--- config.mk ---
export PLATFORM = sky130hd
export DESIGN_NAME = axi_host_arbiter
export DESIGN_NICKNAME = d
export VERILOG_FILES = /design/src/rtl/axi_host_arbiter.sv
export SDC_FILE = /design/constraint.sdc
export NUM_CORES = 1
export LEC_CHECK = 0
export CAP_MARGIN = 25
export CORE_AREA = 2 2 319 321
export CTS_BUF_LIST = sky130_fd_sc_hd__clkbuf_16
export DETAILED_ROUTE_END_ITERATION = 10
export DIE_AREA = 0 0 321 323
export DONT_BUFFER_PORTS = 1
export PLACE_DENSITY = 0.3
export REMOVE_ABC_BUFFERS = 1
export SLEW_MARGIN = 20
export SYNTH_ARGS = -nofsm -noshare
export SYNTH_HDL_FRONTEND = slang
export SYNTH_SLANG_ARGS = --single-unit
--- constraint.sdc ---
create_clock -name clk_i -period 1.8 [get_ports clk_i]
set_input_delay 0.18 -clock clk_i [delete_from_list [all_inputs] [get_ports clk_i]]
set_output_delay 0.18 -clock clk_i [all_outputs]
set_load 0.03 [all_outputs]
--- src/rtl/axi_host_arbiter.sv ---
// Grants one of NumHosts AXI hosts the bridge port for a whole transaction; AXI_ARB_ROUND_ROBIN_EN selects round-robin over fixed priority.
// Latency: host request seen in Idle at N gives device valid at N+1; one bubble cycle between transactions.
// Backpressure: device readies pass straight to the owner; all other hosts see ready/valid 0 and stall.
module axi_host_arbiter #(
    parameter int unsigned NumHosts  = 2,
    parameter int unsigned IdWidth   = 1,
    parameter int unsigned AddrWidth = 56,
    parameter int unsigned DataWidth = 64,
    localparam int unsigned OwnerW   = $clog2(NumHosts),
    localparam int unsigned StrbW    = DataWidth / 8
) (
    input  logic                                clk_i,
    input  logic                                rst_ni,
    input  logic [NumHosts-1:0]                 host_ar_valid_i,
    output logic [NumHosts-1:0]                 host_ar_ready_o,
    input  logic [NumHosts-1:0][IdWidth-1:0]    host_ar_id_i,
    input  logic [NumHosts-1:0][AddrWidth-1:0]  host_ar_addr_i,
    input  logic [NumHosts-1:0][7:0]            host_ar_len_i,
    input  logic [NumHosts-1:0][2:0]            host_ar_size_i,
    input  logic [NumHosts-1:0][1:0]            host_ar_burst_i,
    input  logic [NumHosts-1:0]                 host_aw_valid_i,
    output logic [NumHosts-1:0]                 host_aw_ready_o,
    input  logic [NumHosts-1:0][IdWidth-1:0]    host_aw_id_i,
    input  logic [NumHosts-1:0][AddrWidth-1:0]  host_aw_addr_i,
    input  logic [NumHosts-1:0][7:0]            host_aw_len_i,
    input  logic [NumHosts-1:0][2:0]            host_aw_size_i,
    input  logic [NumHosts-1:0][1:0]            host_aw_burst_i,
    input  logic [NumHosts-1:0]                 host_w_valid_i,
    output logic [NumHosts-1:0]                 host_w_ready_o,
    input  logic [NumHosts-1:0][DataWidth-1:0]  host_w_data_i,
    input  logic [NumHosts-1:0][StrbW-1:0]      host_w_strb_i,
    input  logic [NumHosts-1:0]                 host_w_last_i,
    output logic [NumHosts-1:0]                 host_r_valid_o,
    input  logic [NumHosts-1:0]                 host_r_ready_i,
    output logic [IdWidth-1:0]                  host_r_id_o,
    output logic [DataWidth-1:0]                host_r_data_o,
    output logic [1:0]                          host_r_resp_o,
    output logic                                host_r_last_o,
    output logic                                host_r_user_o,
    output logic [NumHosts-1:0]                 host_b_valid_o,
    input  logic [NumHosts-1:0]                 host_b_ready_i,
    output logic [IdWidth-1:0]                  host_b_id_o,
    output logic [1:0]                          host_b_resp_o,
    output logic                                host_b_user_o,
    output logic                                device_ar_valid_o,
    input  logic                                device_ar_ready_i,
    output logic [IdWidth-1:0]                  device_ar_id_o,
    output logic [AddrWidth-1:0]                device_ar_addr_o,
    output logic [7:0]                          device_ar_len_o,
    output logic [2:0]                          device_ar_size_o,
    output logic [1:0]                          device_ar_burst_o,
    output logic                                device_aw_valid_o,
    input  logic                                device_aw_ready_i,
    output logic [IdWidth-1:0]                  device_aw_id_o,
    output logic [AddrWidth-1:0]                device_aw_addr_o,
    output logic [7:0]                          device_aw_len_o,
    output logic [2:0]                          device_aw_size_o,
    output logic [1:0]                          device_aw_burst_o,
    output logic                                device_w_valid_o,
    input  logic                                device_w_ready_i,
    output logic [DataWidth-1:0]                device_w_data_o,
    output logic [StrbW-1:0]                    device_w_strb_o,
    output logic                                device_w_last_o,
    input  logic                                device_r_valid_i,
    output logic                                device_r_ready_o,
    input  logic [IdWidth-1:0]                  device_r_id_i,
    input  logic [DataWidth-1:0]                device_r_data_i,
    input  logic [1:0]                          device_r_resp_i,
    input  logic                                device_r_last_i,
    input  logic                                device_b_valid_i,
    output logic                                device_b_ready_o,
    input  logic [IdWidth-1:0]                  device_b_id_i,
    input  logic [1:0]                          device_b_resp_i,
    output logic                                busy_o,
    output logic [OwnerW-1:0]                   owner_o
);

    typedef enum logic [2:0] {Idle, AddrR, AddrW, DataW, RespR, RespB} state_e;

    state_e              state_q, state_d;
    logic [OwnerW-1:0]   owner_q, owner_d;
    logic                last_write_q, last_write_d;
    logic [NumHosts-1:0] req;
    logic [OwnerW-1:0]   winner;
    logic                winner_write;

    assign req = host_ar_valid_i | host_aw_valid_i;

`ifdef AXI_ARB_ROUND_ROBIN_EN
    logic [OwnerW-1:0] rr_ptr_q, rr_ptr_d;
    int                idx;

    // Descending offset so the nearest requester at or after the pointer is assigned last.
    always_comb begin
        winner = '0;
        idx    = 0;
        for (int k = NumHosts - 1; k >= 0; k--) begin
            idx = (int'(rr_ptr_q) + k) % int'(NumHosts);
            if (req[idx]) winner = OwnerW'(idx);
        end
    end

    always_comb begin
        rr_ptr_d = rr_ptr_q;
        if (state_q == Idle && |req) begin
            rr_ptr_d = (winner == OwnerW'(NumHosts - 1)) ? '0 : winner + OwnerW'(1);
        end
    end

    always_ff @(posedge clk_i or negedge rst_ni) begin
        if (!rst_ni) rr_ptr_q <= '0;
        else         rr_ptr_q <= rr_ptr_d;
    end
`else
    always_comb begin
        winner = '0;
        for (int i = NumHosts - 1; i >= 0; i--) begin
            if (req[i]) winner = OwnerW'(i);
        end
    end
`endif

    // A host offering both AR and AW alternates kinds via the global last_write flag.
    assign winner_write = host_aw_valid_i[winner] & (~host_ar_valid_i[winner] | ~last_write_q);

    always_comb begin
        state_d           = state_q;
        owner_d           = owner_q;
        last_write_d      = last_write_q;
        host_ar_ready_o   = '0;
        host_aw_ready_o   = '0;
        host_w_ready_o    = '0;
        host_r_valid_o    = '0;
        host_b_valid_o    = '0;
        device_ar_valid_o = 1'b0;
        device_aw_valid_o = 1'b0;
        device_w_valid_o  = 1'b0;
        device_r_ready_o  = 1'b0;
        device_b_ready_o  = 1'b0;
        case (state_q)
            Idle: begin
                if (|req) begin
                    owner_d      = winner;
                    last_write_d = winner_write;
                    state_d      = winner_write ? AddrW : AddrR;
                end
            end
            AddrR: begin
                device_ar_valid_o        = host_ar_valid_i[owner_q];
                host_ar_ready_o[owner_q] = device_ar_ready_i;
                if (host_ar_valid_i[owner_q] && device_ar_ready_i) state_d = RespR;
            end
            AddrW: begin
                device_aw_valid_o        = host_aw_valid_i[owner_q];
                host_aw_ready_o[owner_q] = device_aw_ready_i;
                if (host_aw_valid_i[owner_q] && device_aw_ready_i) state_d = DataW;
            end
            DataW: begin
                device_w_valid_o        = host_w_valid_i[owner_q];
                host_w_ready_o[owner_q] = device_w_ready_i;
                if (host_w_valid_i[owner_q] && device_w_ready_i && host_w_last_i[owner_q]) begin
                    state_d = RespB;
                end
            end
            RespR: begin
                device_r_ready_o        = host_r_ready_i[owner_q];
                host_r_valid_o[owner_q] = device_r_valid_i;
                if (device_r_valid_i && host_r_ready_i[owner_q] && device_r_last_i) state_d = Idle;
            end
            RespB: begin
                device_b_ready_o        = host_b_ready_i[owner_q];
                host_b_valid_o[owner_q] = device_b_valid_i;
                if (device_b_valid_i && host_b_ready_i[owner_q]) state_d = Idle;
            end
            default: state_d = Idle;
        endcase
    end

    always_ff @(posedge clk_i or negedge rst_ni) begin
        if (!rst_ni) begin
            state_q      <= Idle;
            owner_q      <= '0;
            last_write_q <= 1'b0;
        end else begin
            state_q      <= state_d;
            owner_q      <= owner_d;
            last_write_q <= last_write_d;
        end
    end

    // Payloads follow the registered owner; only the per-host valids are gated.
    assign device_ar_id_o    = host_ar_id_i[owner_q];
    assign device_ar_addr_o  = host_ar_addr_i[owner_q];
    assign device_ar_len_o   = host_ar_len_i[owner_q];
    assign device_ar_size_o  = host_ar_size_i[owner_q];
    assign device_ar_burst_o = host_ar_burst_i[owner_q];
    assign device_aw_id_o    = host_aw_id_i[owner_q];
    assign device_aw_addr_o  = host_aw_addr_i[owner_q];
    assign device_aw_len_o   = host_aw_len_i[owner_q];
    assign device_aw_size_o  = host_aw_size_i[owner_q];
    assign device_aw_burst_o = host_aw_burst_i[owner_q];
    assign device_w_data_o   = host_w_data_i[owner_q];
    assign device_w_strb_o   = host_w_strb_i[owner_q];
    assign device_w_last_o   = host_w_last_i[owner_q];

    assign host_r_id_o   = device_r_id_i;
    assign host_r_data_o = device_r_data_i;
    assign host_r_resp_o = device_r_resp_i;
    assign host_r_last_o = device_r_last_i;
    assign host_r_user_o = 1'b0;
    assign host_b_id_o   = device_b_id_i;
    assign host_b_resp_o = device_b_resp_i;
    assign host_b_user_o = 1'b0;

    assign busy_o  = (state_q != Idle);
    assign owner_o = (state_q == Idle) ? '0 : owner_q;

    a_r_only_in_resp: assert property (@(posedge clk_i) disable iff (!rst_ni)
        device_r_valid_i |-> state_q == RespR);
    a_b_only_in_resp: assert property (@(posedge clk_i) disable iff (!rst_ni)
        device_b_valid_i |-> state_q == RespB);

endmodule

# After elaboration in Yosys (flattened, before gate mapping)
# Cells that the tools add are included.
totals:
  word_cells: 103
  ff_bits: 5
  output_inout_bits: 303
op_classes:
  bitwise_logic: 10
  n_mux: 63
  n_reduce_logical: 13
  n_lt_le_gt_ge: 3
  n_eq_ne: 11
op_table:
  columns: ["operator", "count"]
  rows:
  - ["2-to-1 mux 56 bit", 4]
  - ["2-to-1 mux 64 bit", 2]
  - ["2-to-1 mux 8 bit", 6]
  - ["2-to-1 mux 3 bit", 10]
  - ["2-to-1 mux 1 bit", 29]
  - ["2-to-1 mux 2 bit", 10]
  - ["case mux 3 bit (6 select lines)", 1]
  - ["!= test 2 bit (second input constant)", 6]
  - ["AND 2 bit", 5]
  - ["logical AND 1 bit", 8]
  - ["== test 3 x 2 -> 1 bit (second input constant)", 2]
  - ["== test 3 bit (second input constant)", 2]
  - ["AND reduction 6 bit", 1]
  - ["less-than comparator 1 x 2 -> 1 bit (second input constant)", 2]
  - ["== test 3 x 1 -> 1 bit (second input constant)", 1]
  - ["zero test 3 bit", 1]
  - ["nonzero test 3 bit", 1]
  - ["inverter 1 bit", 2]
  - ["bitwise OR 2 bit", 1]
  - ["AND reduction 2 bit", 1]
  - ["OR reduction 2 bit", 1]
  - ["AND 1 bit", 1]
  - ["demux 1 bit (select 1 bit)", 1]
  - [">= comparator 1 bit (second input constant)", 1]
  - ["bitwise OR 1 bit", 1]

# Depth between registers and ports, before layout
# Gate-level depths: netlist of run 1.
logic_depth:
  depth_word: 11
  mapped_depth: 5
  depth_no_buf: 4

# Least setup slack after synthesis of run 1
# Ideal clock, no wire load.
synth_timing:
  path_type: "register -> output"
  start: "register owner_q"
  end: "output port host_ar_ready_o[0]"
  path_stages_with_launch: 5
  arrival_time_ns: 1.835
  n_path_buf: 3
  path_slack_ns: -0.215
  path_cell_list: "dfrtp_1 > buf_6 > clkbuf_1 > buf_2 > nor4_1"
synth_via:
  elab_chain_cells: 6
synth_rtl:
  columns: ["item", "line", "rtl"]
  rows:
  - ["from (decl)", "81", "logic [OwnerW-1:0] owner_q, owner_d;"]
  - ["from (signal assigned)", "186", "owner_q <= owner_d;"]
  - ["less-than comparator 1 x 2 -> 1 bit (not written as such) / >= comparator 1 bit (equally long branches)", "150", "host_ar_ready_o[owner_q] = device_ar_ready_i;"]
  - ["logical AND 1 bit (not written as such)", "150", null]
  - ["2-to-1 mux 1 bit (not written as such)", "150", null]
  - ["demux 1 bit (select 1 bit) *", "150", null]
  - ["AND 2 bit (no source line) *", null, null]
  - ["2-to-1 mux 2 bit *", "140", "case (state_q)"]
  - ["to (decl)", "15", "output logic [NumHosts-1:0] host_ar_ready_o,"]
# Mark *: on every way between the ends. The rest lies on a longest branch, timed or not.

# Worst setup path after layout of run 1
layout_timing:
  start: "register owner_q"
  end: "output port device_aw_addr_o[12]"
layout_via:
  elab_chain_cells: 2
layout_rtl:
  columns: ["item", "line", "rtl"]
  rows:
  - ["2-to-1 mux 56 bit (not written as such) (2 in series)", "198", "assign device_aw_addr_o = host_aw_addr_i[owner_q];"]
  - ["to (decl)", "55", "output logic [AddrWidth-1:0] device_aw_addr_o,"]
# Every way passes these cells. The select of a mux whose other input is x is not followed.

==> run summary, run 1 <==
The checks that failed: setup timing. The share of synthesized area occupied by flip-flops and latches was 3.45%; the number of global-route vias before repair was 3255. The count of final setup violators is 14. The area added between synthesis and finish is 56.4%.

Synthesized-area fraction occupied by ao, oa, aoi and oai cells: 3.62%. The run gives 2 as the maximum buffer depth of the clock tree. For this run, the post-layout net count is 847.

Across the run, the number of max-cap violations was 0. The largest single stage delay on the critical path is 460 ps. The sum of negative setup slack is -124 ps.

The type of the worst min-delay path is input pin to flop. Endpoint kind of the worst setup timing path: an output pin. The CTS clock-pin slew for the worst setup and hold paths works out to 40 ps. The flow ran to the end, but the final reports show violations.

The worst setup path is launched from a flop. Global routing used 7.96% of the available tracks. The synthesized design contains 5 register bits.

The run gives 0.717 mV as the worst-case vdd ir drop. Setup repair after global routing could not meet its margin everywhere. For the setup slack of the critical path after layout, the log shows -19.0 ps. Measured against the total synthesized area, the mux share comes to 67.6%. The tools report the number of nets with antenna violations after routing as 0.

In the finished design, the share of the clock period the worst path needs comes to 101%. Entering global routing, the biggest net connects 41 pins. The run gives 3.60% as the starting density of the core. Family with the most delay on the worst path: flip-flops.

The adder and majority gate portion of the synthesized area came out at 0%. The core region is 101000 µm². Summing every instance area after synthesis gives 3630 µm².

Global routing finished with a remaining overflow of 0. Along the worst path, the maximum fanout reaches 21. For the number of I/O pins, the log shows 817.

The run gives 550 MHz as the achievable clock frequency. In this run, the number of DRC markers left after iteration 0 of detailed routing was 198. The path type of the worst setup path was flop to output pin. The first TritonRoute pass finished after 5 iterations. After detailed routing, the number of vias per cell comes to 2.14. TritonCTS built the clock tree.

After layout, the minimum clock period comes to 1820 ps. The run gives 1 as the total number of H-tree levels. The logs give 47 for the initial antenna violation count and 0 for the final count of pins violating max slew.

The first global-routing pass estimated 49600 µm of wire. Synthesis handed over a netlist of 389 instances. At the worst endpoint, the arrival time is 1640 ps. The simple-gate share of the synthesized area came out at 5.90%. The required time reported for the critical path endpoint is 1620 ps, and the count of buffering cells on the critical path with inverters included is 2. In the routed design, unresolved DRC markers number 0. The cell at the slowest stage of the critical path is sky130_fd_sc_hd__dfrtp_4. Summing the areas of all xor and xnor instances in the mapped netlist gives 0% of the synthesized area. The power density normalized to cell area was 1880 nW/µm². Dividing the detail-routed wire length by the instance count gives 27.8 µm. Port buffering added 0 buffers.

The weighted congestion reported at the end of routability-driven placement was 0.820. Clock tree synthesis selected as its root buffer the cell sky130_fd_sc_hd__clkbuf_16. The later pin in the worst-skew pair is clocked with a latency of 230 ps.

The tools report the number of warnings issued by yosys as 0. The run gives 3571 as the total number of vias. The tools report the count of standard-cell rows as 117.

The share of post-route cells with drive strength above 1 came out at 80.1%. Final hold analysis gives a worst-case slack of 36.1 ps. Wires add up to 46300 µm. For the number of distinct library cells after synthesis, the log shows 33.

The tools report the clock buffer count from CTS as 3. The die span in x was 321 µm; the full die area was 104000 µm². The detailed-placement wirelength estimate is 41800 µm. After synthesis, the largest family of logic cells by area is multiplexers. The number of hold violations in the final report was 0; the average size of a mapped cell was 9.32 µm². The run gives 2.81 ps as the clock skew.

In this run the vertical extent of the chip is 323 µm. Walking the worst path, the cells encountered are buf_16 -> buf_4 -> mux2_2. The total leakage power was 1.84 nW. Clock tree synthesis found a total of 5 sinks.
final cells by class:
type	count	area, µm²
inverters	5	18.8
multi-input cells	280	3260
diodes	26	65.1
well taps	1309	1640
fillers	11800	95000
flip-flops and latches	5	131
repair buffers	38	479
clock buffers	3	75.1
clock inverters	1	3.75
cells in the final DEF (no fill, tap or decap), types with 2 or more instances in the layout:
| cell type | count |
|---|---|
| sky130_fd_sc_hd__buf_6 | 7 |
| sky130_fd_sc_hd__inv_2 | 2 |
| sky130_fd_sc_hd__inv_1 | 4 |
| sky130_fd_sc_hd__mux2_2 | 103 |
| sky130_fd_sc_hd__a21oi_1 | 4 |
| sky130_fd_sc_hd__conb_1 | 2 |
| sky130_fd_sc_hd__nand2b_1 | 3 |
| sky130_fd_sc_hd__nor2b_1 | 5 |
| sky130_fd_sc_hd__a31oi_1 | 2 |
| sky130_fd_sc_hd__buf_16 | 4 |
| sky130_fd_sc_hd__nand3_1 | 2 |
| sky130_fd_sc_hd__nand2_1 | 6 |
| sky130_fd_sc_hd__diode_2 | 26 |
| sky130_fd_sc_hd__dfrtp_2 | 2 |
| sky130_fd_sc_hd__nor3_1 | 2 |
| sky130_fd_sc_hd__nor2_1 | 12 |
| sky130_fd_sc_hd__mux2i_1 | 3 |
| sky130_fd_sc_hd__and3_1 | 4 |
| sky130_fd_sc_hd__clkbuf_16 | 5 |
| sky130_fd_sc_hd__buf_12 | 4 |
| sky130_fd_sc_hd__buf_4 | 20 |
| sky130_fd_sc_hd__dfrtp_1 | 2 |
| sky130_fd_sc_hd__mux2_4 | 111 |
| sky130_fd_sc_hd__and3_4 | 2 |
| sky130_fd_sc_hd__o21ai_0 | 2 |
sequential cells by signal, summed over array words and instances, names as in the netlist:
register and count:
owner_q 1, state_q 3, last_write_q 1
final timing paths:
| kind | startpoint | cells after the start | end | slack [ps] |
|---|---|---|---|---|
| setup / recovery | owner_q | 3 | device_aw_addr_o[12] | -20 |
| max in group asynchronous | rst_ni | 1 | owner_q | 1200 |
| setup reg to reg | owner_q | 5 | state_q[1] | 20 |
| hold / removal | host_ar_valid_i[0] | 1 | last_write_q | 40 |
| hold reg to reg | state_q[0] | 1 | state_q[1] | 610 |
| min in group asynchronous | rst_ni | 1 | owner_q | 300 |
through the flow:
stage / std cells / total power [W] / setup WS (ps) / util [%] / instance area [µm²]
finish: 1667 / 0.0107 / -19.0 / 5.63 / 5670
global route: 1660 / 0.0112 / -46.8 / 5.61 / 5650
CTS: 1639 / 0.0103 / -82.2 / 5.26 / 5300
detailed placement: 1631 / 0.00916 / 60.2 / 4.89 / 4920
global placement: 1631 / 0.00915 / 87.5 / 4.89 / 4920
floorplan: 290 / 0.00366 / -5110 / - / 2950
cells in the mapped netlist:
master	count	area, µm²
sky130_fd_sc_hd__and3b_1	1	8.76
sky130_fd_sc_hd__nand2_1	6	22.5
sky130_fd_sc_hd__a21o_1	1	7.51
sky130_fd_sc_hd__a32o_1	1	10.0
sky130_fd_sc_hd__nor4_1	2	12.5
sky130_fd_sc_hd__nand2b_1	3	18.8
sky130_fd_sc_hd__buf_2	21	105
sky130_fd_sc_hd__clkbuf_1	5	18.8
sky130_fd_sc_hd__or3_1	1	6.26
sky130_fd_sc_hd__a221o_1	1	10.0
sky130_fd_sc_hd__o22ai_1	1	6.26
sky130_fd_sc_hd__and3_1	6	37.5
sky130_fd_sc_hd__a211oi_1	1	7.51
sky130_fd_sc_hd__dfrtp_1	5	125
sky130_fd_sc_hd__and2_1	1	6.26
sky130_fd_sc_hd__a31oi_1	2	12.5
sky130_fd_sc_hd__a21oi_1	4	20.0
sky130_fd_sc_hd__o21ai_0	2	10.0
sky130_fd_sc_hd__o31a_1	1	8.76
sky130_fd_sc_hd__nor3_1	3	15.0
sky130_fd_sc_hd__inv_1	5	18.8
sky130_fd_sc_hd__a221oi_2	1	15.0
sky130_fd_sc_hd__mux2i_1	4	40.0
sky130_fd_sc_hd__o211ai_1	1	7.51
sky130_fd_sc_hd__nor2b_1	5	31.3
sky130_fd_sc_hd__nor2_1	12	45.0
sky130_fd_sc_hd__nand3_1	2	10.0
sky130_fd_sc_hd__buf_6	1	11.3
sky130_fd_sc_hd__mux2_2	214	2410
sky130_fd_sc_hd__a2111oi_0	1	8.76
sky130_fd_sc_hd__buf_4	73	548
sky130_fd_sc_hd__o21bai_1	1	7.51
sky130_fd_sc_hd__conb_1	1	3.75
timing repair:
item,4_1_cts,5_1_grt
gates resized for setup,57,76
endpoints found under the setup margin,118,157
pin swaps,1,0
hold buffers,1,0
buffers inserted,1,1
gates cloned,2,2
hold endpoints to repair,5,0
layer usage:
metal | GRT usage (%) | routed length, µm | up-vias | part of all wire, %
met5 | 2.04 | 442 | - | 0.95
li1 | - | - | 1250 | -
met3 | 7.97 | 10600 | 87 | 23
met4 | 2.00 | 1580 | 26 | 3.4
met2 | 11.8 | 19100 | 636 | 41
met1 | 7.56 | 14600 | 1572 | 31
power breakdown:
part	leakage, nW	switching (W)	internal, W
sequential	0.0584	0.000127	0.000179
clock	0.0425	0.0000798	0.000288
combinational	1.73	0.00656	0.00344
cells by family after synthesis:
group                  Yosys count
other                            1
buffers and inverters          105
AOI/OAI and AO/OA               18
muxes                          218
and+or+nand+nor                 42
DFF                              5
Note: power is estimated with default switching activity, not from simulation.
==> run 2: changes to the inputs <==
Settings changed: ABC_AREA set to 1.
==> run 2 against run 1 <==
- combinational power rose by 110%
- clock skew decreased by 2.0 ps
- the run still ends with setup timing left
- worst setup slack lost 22 ps
- via count increased by 74%
- first-iteration DRC count increased by 75%
- worst hold slack improved by 160 ps
- sequential power fell by 16%
- power is 99% higher
==> run summary, run 2 <==
The run gives 3.81% as the starting density of the core. Synthesis inferred 5 register bits. The signal on the critical path passes through buf_12 -> inv_12 -> buf_16 -> nand2_1 -> nand2_1 -> buf_4. The setup path with the least slack is of type flop to output pin. No sink is reached through more buffers than the 2 on the longest clock path. The area added between synthesis and finish is 150%, and the global-route wire length before repair is 58900 µm.

The total leakage power was 4.29 nW. Global routing used 8.85% of the available tracks across all layers. At the placement stage, the worst setup path has a slack of -109 ps. Setup slack of the critical path after layout: -40.8 ps.

At the worst endpoint, the arrival time is 1660 ps. At the worst endpoint, the required time is 1620 ps. The clock period minus worst slack came out at 1840 ps. For this design the ratio of total power to cell area is 2210 nW/µm².

Dividing the detail-routed wire length by the instance count gives 22.8 µm. VDD sags by at most 1.22 mV. The utilization after layout was 9.54%; the count of mapped cells out of synthesis was 869. The final critical path takes up 102% of the cycle.

Counting the fill cells in the layout gives 11700. In the final timing run, aggregate negative setup slack is -188 ps. The final reports fail on setup timing. The die covers 104000 µm². In the layout the commonest cells are 460 x sky130_fd_sc_hd__nand2_1, 170 x sky130_fd_sc_hd__nand2_2, 145 x sky130_fd_sc_hd__buf_12, 39 x sky130_fd_sc_hd__nand2_4, 24 x sky130_fd_sc_hd__buf_4.

In this run the core area contains 117 standard-cell rows. The count of final setup violators is 18. The run gives 817 as the number of I/O pins. Setup repair after global routing could not meet its margin everywhere. Yosys attributes the largest share of cell area to sky130_fd_sc_hd__nand2_1 66%, sky130_fd_sc_hd__buf_4 17%, sky130_fd_sc_hd__buf_2 4.0%.

The first TritonRoute pass finished after 5 iterations. After clock tree synthesis, the clock-pin slew on the worst setup and hold paths is 30 ps. Clock buffer count from CTS: 3.

For this block, the routed nets add up to 52000 µm of wire. For the weighted congestion reported at the end of routability-driven placement, the log shows 0.925. Leaving out fill and tap cells, the most frequent cell in the layout is sky130_fd_sc_hd__nand2_1. Initial antenna violation count: 19. Total number of vias: 6199.

The flow ran to the end, but the final reports show violations. The worst hold path belongs to the class input pin to flop. The logs give 1476 for the post-layout net count and 0 for the number of warnings issued by yosys. The logs give 0 for the post-route DRC violation count and 0 for the final count of pins violating max slew. The most numerous cell type found on the critical path is sky130_fd_sc_hd__nand2_1.

The logs give 0 for the number of hold violations in the final report and 347 for the initial detailed-routing violation count. The largest registers in the layout are state_q x3, last_write_q x1, owner_q x1. The CTS sink count is 5.

The total core area came out at 101000 µm². The die is 323 µm tall. The count of buffers from port buffering is 0, and the number of flip-flops under the largest register name is 3. The count of cells in the finished layout, fillers not included, comes to 2279. In the post-synthesis netlist, the cell with the most instances is sky130_fd_sc_hd__nand2_1.

The net switching power figure was 0.0121 W; the total design power was 0.0212 W. The run gives 25 as the number of distinct library cells after synthesis. The vias per cell is 2.72, and the total number of H-tree levels is 1. For the share of synthesized area occupied by flip-flops and latches, the log shows 3.26%. Predominant post-synthesis flop cell: sky130_fd_sc_hd__dfrtp_1.

The average size of a mapped cell was 4.42 µm²; the detailed-placement wirelength estimate was 43100 µm. Summed over its instances, the top area cell type makes up 65.7% of the synthesized netlist area. Including well taps, the total number of placed cells is 2232.

Sequential cells account for 1.2% of the total power. TritonCTS built the clock tree. The clock latency on the worst-skew pair is 230 ps, and the count of flip-flops with a built-in enable after synthesis is 0. The number of global-route vias before repair was 5658.

The pin count of the biggest net entering global routing was 47. The tool flagged a number of max-cap violations equal to 0. In the synthesized netlist, the cells that appear most often are 672 x sky130_fd_sc_hd__nand2_1, 89 x sky130_fd_sc_hd__buf_4, 31 x sky130_fd_sc_hd__buf_2.

Once detail routing completed, the nets flagged for antenna violations numbered 0. Most area-hungry cell type in the Yosys netlist: sky130_fd_sc_hd__nand2_1. The internal power of the cells totals 0.00908 W.

The tree is rooted in a sky130_fd_sc_hd__clkbuf_16. The clock network accounts for 1.7% of the total power. The share of post-route cells with drive strength above 1 is 47.0%. The largest incremental delay on the critical path is 500 ps. The clock skew was 0.838 ps; the global-route congestion overflow total was 0. The endpoint kind of the worst setup timing path was an output pin. The switching part of the total power came out at 57.2%. The kind of launch point of the worst setup path is a flop. The post-synth design cell area was 3840 µm²; the portion of total power attributed to combinational logic was 97.1%. From left edge to right edge, the die measures 321 µm. Ranked by flip-flop count, first place goes to state_q.

For this run, the top clock speed supported by timing is 543 MHz. For this design, the slowest cell found on the critical path is sky130_fd_sc_hd__dfrtp_4. Counting flops with an async set or reset pin after synthesis yields a share of 100%.

Of all nets on the critical path, the largest fanout is 8.
[run 2: changes by cell type in the layout (fill, tap and decap cells not counted), moves of 6 or more]
| cell | change |
|---|---|
| sky130_fd_sc_hd__buf_16 | +6 |
| sky130_fd_sc_hd__inv_1 | +18 |
| sky130_fd_sc_hd__diode_2 | -17 |
| sky130_fd_sc_hd__nand2_1 | +454 |
| sky130_fd_sc_hd__mux2_4 | -111 |
| sky130_fd_sc_hd__nand2_4 | +39 |
| sky130_fd_sc_hd__mux2_2 | -103 |
| sky130_fd_sc_hd__clkbuf_16 | +8 |
| sky130_fd_sc_hd__nor2_1 | -7 |
| sky130_fd_sc_hd__nand2_2 | +170 |
| sky130_fd_sc_hd__buf_12 | +141 |
[run 2: kinds of logic after synthesis]
logic type | Yosys count | synth area share [%]
AOI/OAI and AO/OA | 8 | 1.50
buffers and inverters | 147 | 24.3
DFF | 5 | 3.26
other | 1 | 0.0977
and+or+nand+nor | 708 | 70.8
[run 2: layer usage]
metal / vias up / routed length [µm] / GRT usage [%]
met3: 58 / 7010 / 4.76
met4: 14 / 908 / 1.75
met2: 636 / 23300 / 14.2
li1: 2703 / - / -
met5: - / 187 / 1.06
met1: 2788 / 20600 / 10.3
[run 2: through the flow]
step	area (µm²)	hold slack, ps
after floorplan	3000	-116
after global placement	7760	-112
after detailed placement	7760	-112
after CTS	8770	190
after global routing	9600	242
final	9600	193
[run 2: cell type report]
cell class / instances / area [µm²] / area share (%)
clock inverter: 1 / 3.75 / 0.0391
sequential: 5 / 130 / 1.35
multi-input combinational: 718 / 3670 / 38.2
inverter: 25 / 120 / 1.25
timing repair buffer: 208 / 3930 / 40.9
timing repair inverter: 1 / 16.3 / 0.169
antenna: 9 / 22.5 / 0.234
clock buffer: 3 / 75.1 / 0.782
tap: 1309 / 1640 / 17.1
[run 2: power groups by stage]
stage	Combinational, W	Sequential, W	Clock (W)
2_1_floorplan	0.00454	0.000459	0
3_3_place_gp	0.0170	0.000262	0
3_5_place_dp	0.0170	0.000263	0
4_1_cts	0.0193	0.000253	0.000372
5_1_grt	0.0219	0.000266	0.000378
6_report	0.0206	0.000256	0.000363
[run 2: path summary, 6_finish.rpt]
path	startpoint	end	slack (ps)	cells past startpoint
setup / recovery	owner_q	device_aw_len_o[0]	-40	6
hold / removal	device_aw_ready_i	state_q[1]	190	3
setup reg to reg	owner_q	state_q[0]	60	10
hold reg to reg	state_q[2]	state_q[2]	530	2
max in group asynchronous	rst_ni	owner_q	1130	1
min in group asynchronous	rst_ni	state_q[2]	330	1
[run 2: worst max-delay path: cells and delay by family (launching register included)]
family	cells	cell delay, ps
flip-flops	1	500
AND/OR/NAND/NOR	2	210
buffers and inverters	4	690
[run 2: timing repair]
action                                  4_1_cts  5_1_grt
cloned                                        8       13
hold buffers                                  1        0
setup buffers                                 9        5
gates resized for setup                     199      135
pin swaps                                     0       16
endpoints found under the hold margin         5        0
endpoints found under the setup margin      175      214
==> run 3: changes to the inputs <==
Settings changed: HOLD_SLACK_MARGIN set to 0.05, SKIP_CTS_REPAIR_TIMING set to 1.
==> run 3 against run 2 <==
- the run still ends with setup timing left
- final cell count decreased by 0.26%
- sequential share of layout area hardly changed
- combinational power down 3%
- worst hold slack lost 2.5 ps
- routed wire length down 2.3%
- largest cell class is now multi-input gates
==> run summary, run 3 (synthesized netlist as in run 2, its figures left out) <==
The design internal power is 0.00874 W, and the number of max-cap violations is 0. CTS placed an instance of sky130_fd_sc_hd__clkbuf_16 at the clock tree root. The initial antenna violation count came out at 16. The switching part of the total power is 57.8%.

For the finished layout, the period the worst path requires is 1840 ps. In this run the core area contains 117 standard-cell rows. The worst setup path is of the flop to output pin kind. From left edge to right edge, the die measures 321 µm. The slowest stage of the critical path is the sky130_fd_sc_hd__dfrtp_4 cell. The capture instance of the worst register-to-register path is state_q[0]. Once detailed placement completed, the half-perimeter wirelength came to 43100 µm. The tools report the sum of negative setup slack as -802 ps. The pin count of the biggest net entering global routing was 61; the maximum fanout along the worst path was 9. For the worst-skew pair, the clock arrives at the later sink with an insertion delay of 230 ps. Once layout is complete, the utilization of the core stands at 9.50%. The y dimension of the die was 323 µm; the number of global-route vias before repair was 5359.

The run gives 0 as the final count of pins violating max slew. Compared with the post-synthesis result, the final layout area differs by 149%. Across the whole layout, storage elements account for 130 µm². The critical path ends at device_ar_addr_o[34]. The initial detailed-routing violation count came out at 325.

For the worst setup path, the data required time is 1620 ps. For the final database, setup skew stands at 0.199 ps. In the final layout, the share of cells above drive strength 1 is 48.6%. TritonCTS built the clock tree.

The power density normalized to cell area came out at 2160 nW/µm². The library cell used most frequently in the layout, excluding fill and tap cells, is sky130_fd_sc_hd__nand2_1. The worst setup path is launched from a flop. Setup slack on the worst reg-to-reg path comes out at 20 ps. Final instance count without filler cells: 2273. The run gives 0.0207 W as the total design power. The total number of H-tree levels is 1, and the count of final setup violators is 48. Data on the critical path arrives at its endpoint at 1660 ps. STA classifies the critical path endpoint as an output pin. Setup repair after global routing could not meet its margin everywhere. The final reports fail on setup timing. The average detailed-routed wire length per instance is 22.4 µm. The number of hold violations in the final report is 0, and the total core area is 101000 µm². The tree built by TritonCTS fans out to 5 sinks. The worst-case vdd ir drop was 0.936 mV. The worst hold path begins at device_aw_ready_i.

Global-route congestion overflow total: 0. The clock network is responsible for 1.8% of the overall power. Traced cell by cell, the critical path runs through buf_12 -> buf_16 -> buf_16 -> nand2_1 -> nand2_2 -> buf_12. After filler insertion, the fill cell instance count of the layout stands at 11700. For this configuration, the core starts out at a cell density of 3.81%. In this run the tool buffered the top-level ports with 0 buffer cells. The portion of total power attributed to combinational logic is 96.7%, and the logic depth of the worst setup path including buffers is 6.

The analysis attributes to cell leakage a power of 4.33 nW. The tools report the worst setup path startpoint as owner_q. The largest register by flop count was state_q. Dividing the final minimum period by the clock period gives 102%. For this run, design rule violations remaining after detail routing come to 0. The register with the most flip-flops in the layout has 3 of them. For the total number of vias, the log shows 6146.

The first-pass iteration count of the detailed router was 5; the wire length after detailed routing was 50900 µm. After clock tree synthesis, the clock-pin slew on the worst setup and hold paths is 30 ps. Global routing used 8.26% of the available tracks.

The multi-input logic area is 3800 µm², and the relative contribution of sequential cells to total power is 1.5%. Among cell families on the critical path, the largest total delay comes from buffers and inverters. In the layout the commonest cells are 442 x sky130_fd_sc_hd__nand2_1, 158 x sky130_fd_sc_hd__nand2_2, 145 x sky130_fd_sc_hd__buf_12, 73 x sky130_fd_sc_hd__nand2_4, 26 x sky130_fd_sc_hd__buf_4.

During I/O placement, the number of pins put on the boundary was 817. The number of nets with antenna violations after routing is 0, and the cell count after placement is 2232. The logs give -40.2 ps for the setup slack of the critical path after layout and 0.0120 W for the net switching power figure.

The clock passes through at most 2 buffers. Type of the worst min-delay path: input pin to flop. The tools report the startpoint of the worst-slack reg-to-reg timing path as owner_q. The global-route wire length before repair came out at 55100 µm. The vias per cell was 2.70.

Based on the critical path, the design can be clocked at up to 543 MHz. The clock buffer count from CTS came out at 3. Routability-driven placement finished with a final weighted congestion of 0.925. The tools report the full die area as 104000 µm².

The largest incremental delay on the critical path works out to 560 ps. In the final design database the tool counted 1474 nets. The worst register-to-register path has a depth of 10. The count of buffering cells on the critical path with inverters included is 4. The largest registers in the layout are state_q x3, last_write_q x1, owner_q x1. The flow ran to the end, but the final reports show violations.
==> run 3: final cells by class <==
cell class / instances / area share, %
sequential: 5 / 1.36
multi-input combinational: 718 / 39.7
tap: 1309 / 17.1
antenna: 5 / 0.131
clock inverter: 1 / 0.0392
clock buffer: 3 / 0.784
timing repair buffer: 207 / 39.6
inverter: 25 / 1.26
==> run 3: worst min-delay path by stage <==
stage,end,slack [ps],depth (start not counted)
after floorplan,last_write_q,-120,0
after global placement,state_q[0],-110,0
after detailed placement,owner_q,-110,0
after CTS,owner_q,-350,0
after global routing,state_q[1],240,3
final,state_q[1],190,3
==> run 3: per-stage QoR <==
step / setup slack, ps / instance area [µm²] / hold WS, ps
3_5_place_dp: -109 / 7760 / -112
6_report: -40.2 / 9570 / 190
2_1_floorplan: -5030 / 3000 / -116
4_1_cts: -358 / 7840 / -353
3_3_place_gp: -113 / 7760 / -112
5_1_grt: -107 / 9570 / 243
==> run 3: layer usage <==
layer  up-vias  routed length, µm  track usage (%)
met5         -                 55           0.0926
met4         8                976             1.50
met3        68               7090             5.07
met2       616              23000             13.2
met1      2770              19700             9.44
li1       2684                  -                -
==> run 3: worst reg2reg max path, stage by stage (launching register included) <==
cell	delay, ps
sky130_fd_sc_hd__dfrtp_4	560
sky130_fd_sc_hd__buf_4	210
sky130_fd_sc_hd__clkbuf_16	190
sky130_fd_sc_hd__nand2_1	110
sky130_fd_sc_hd__nand3_1	130
sky130_fd_sc_hd__nor2_2	120
sky130_fd_sc_hd__nor2_2	70
sky130_fd_sc_hd__nor2_4	130
sky130_fd_sc_hd__nand2_2	60
sky130_fd_sc_hd__nand2_1	50
sky130_fd_sc_hd__nand2_1	40
==> run 3: power by group through the flow <==
| stage | Clock (W) | Sequential (W) | Combinational, W |
|---|---|---|---|
| 6_report | 0.000365 | 0.000309 | 0.0200 |
| 5_1_grt | 0.000378 | 0.000322 | 0.0213 |
| 4_1_cts | 0.000372 | 0.000262 | 0.0170 |
| 3_5_place_dp | 0 | 0.000263 | 0.0170 |
| 3_3_place_gp | 0 | 0.000262 | 0.0170 |
| 2_1_floorplan | 0 | 0.000459 | 0.00454 |
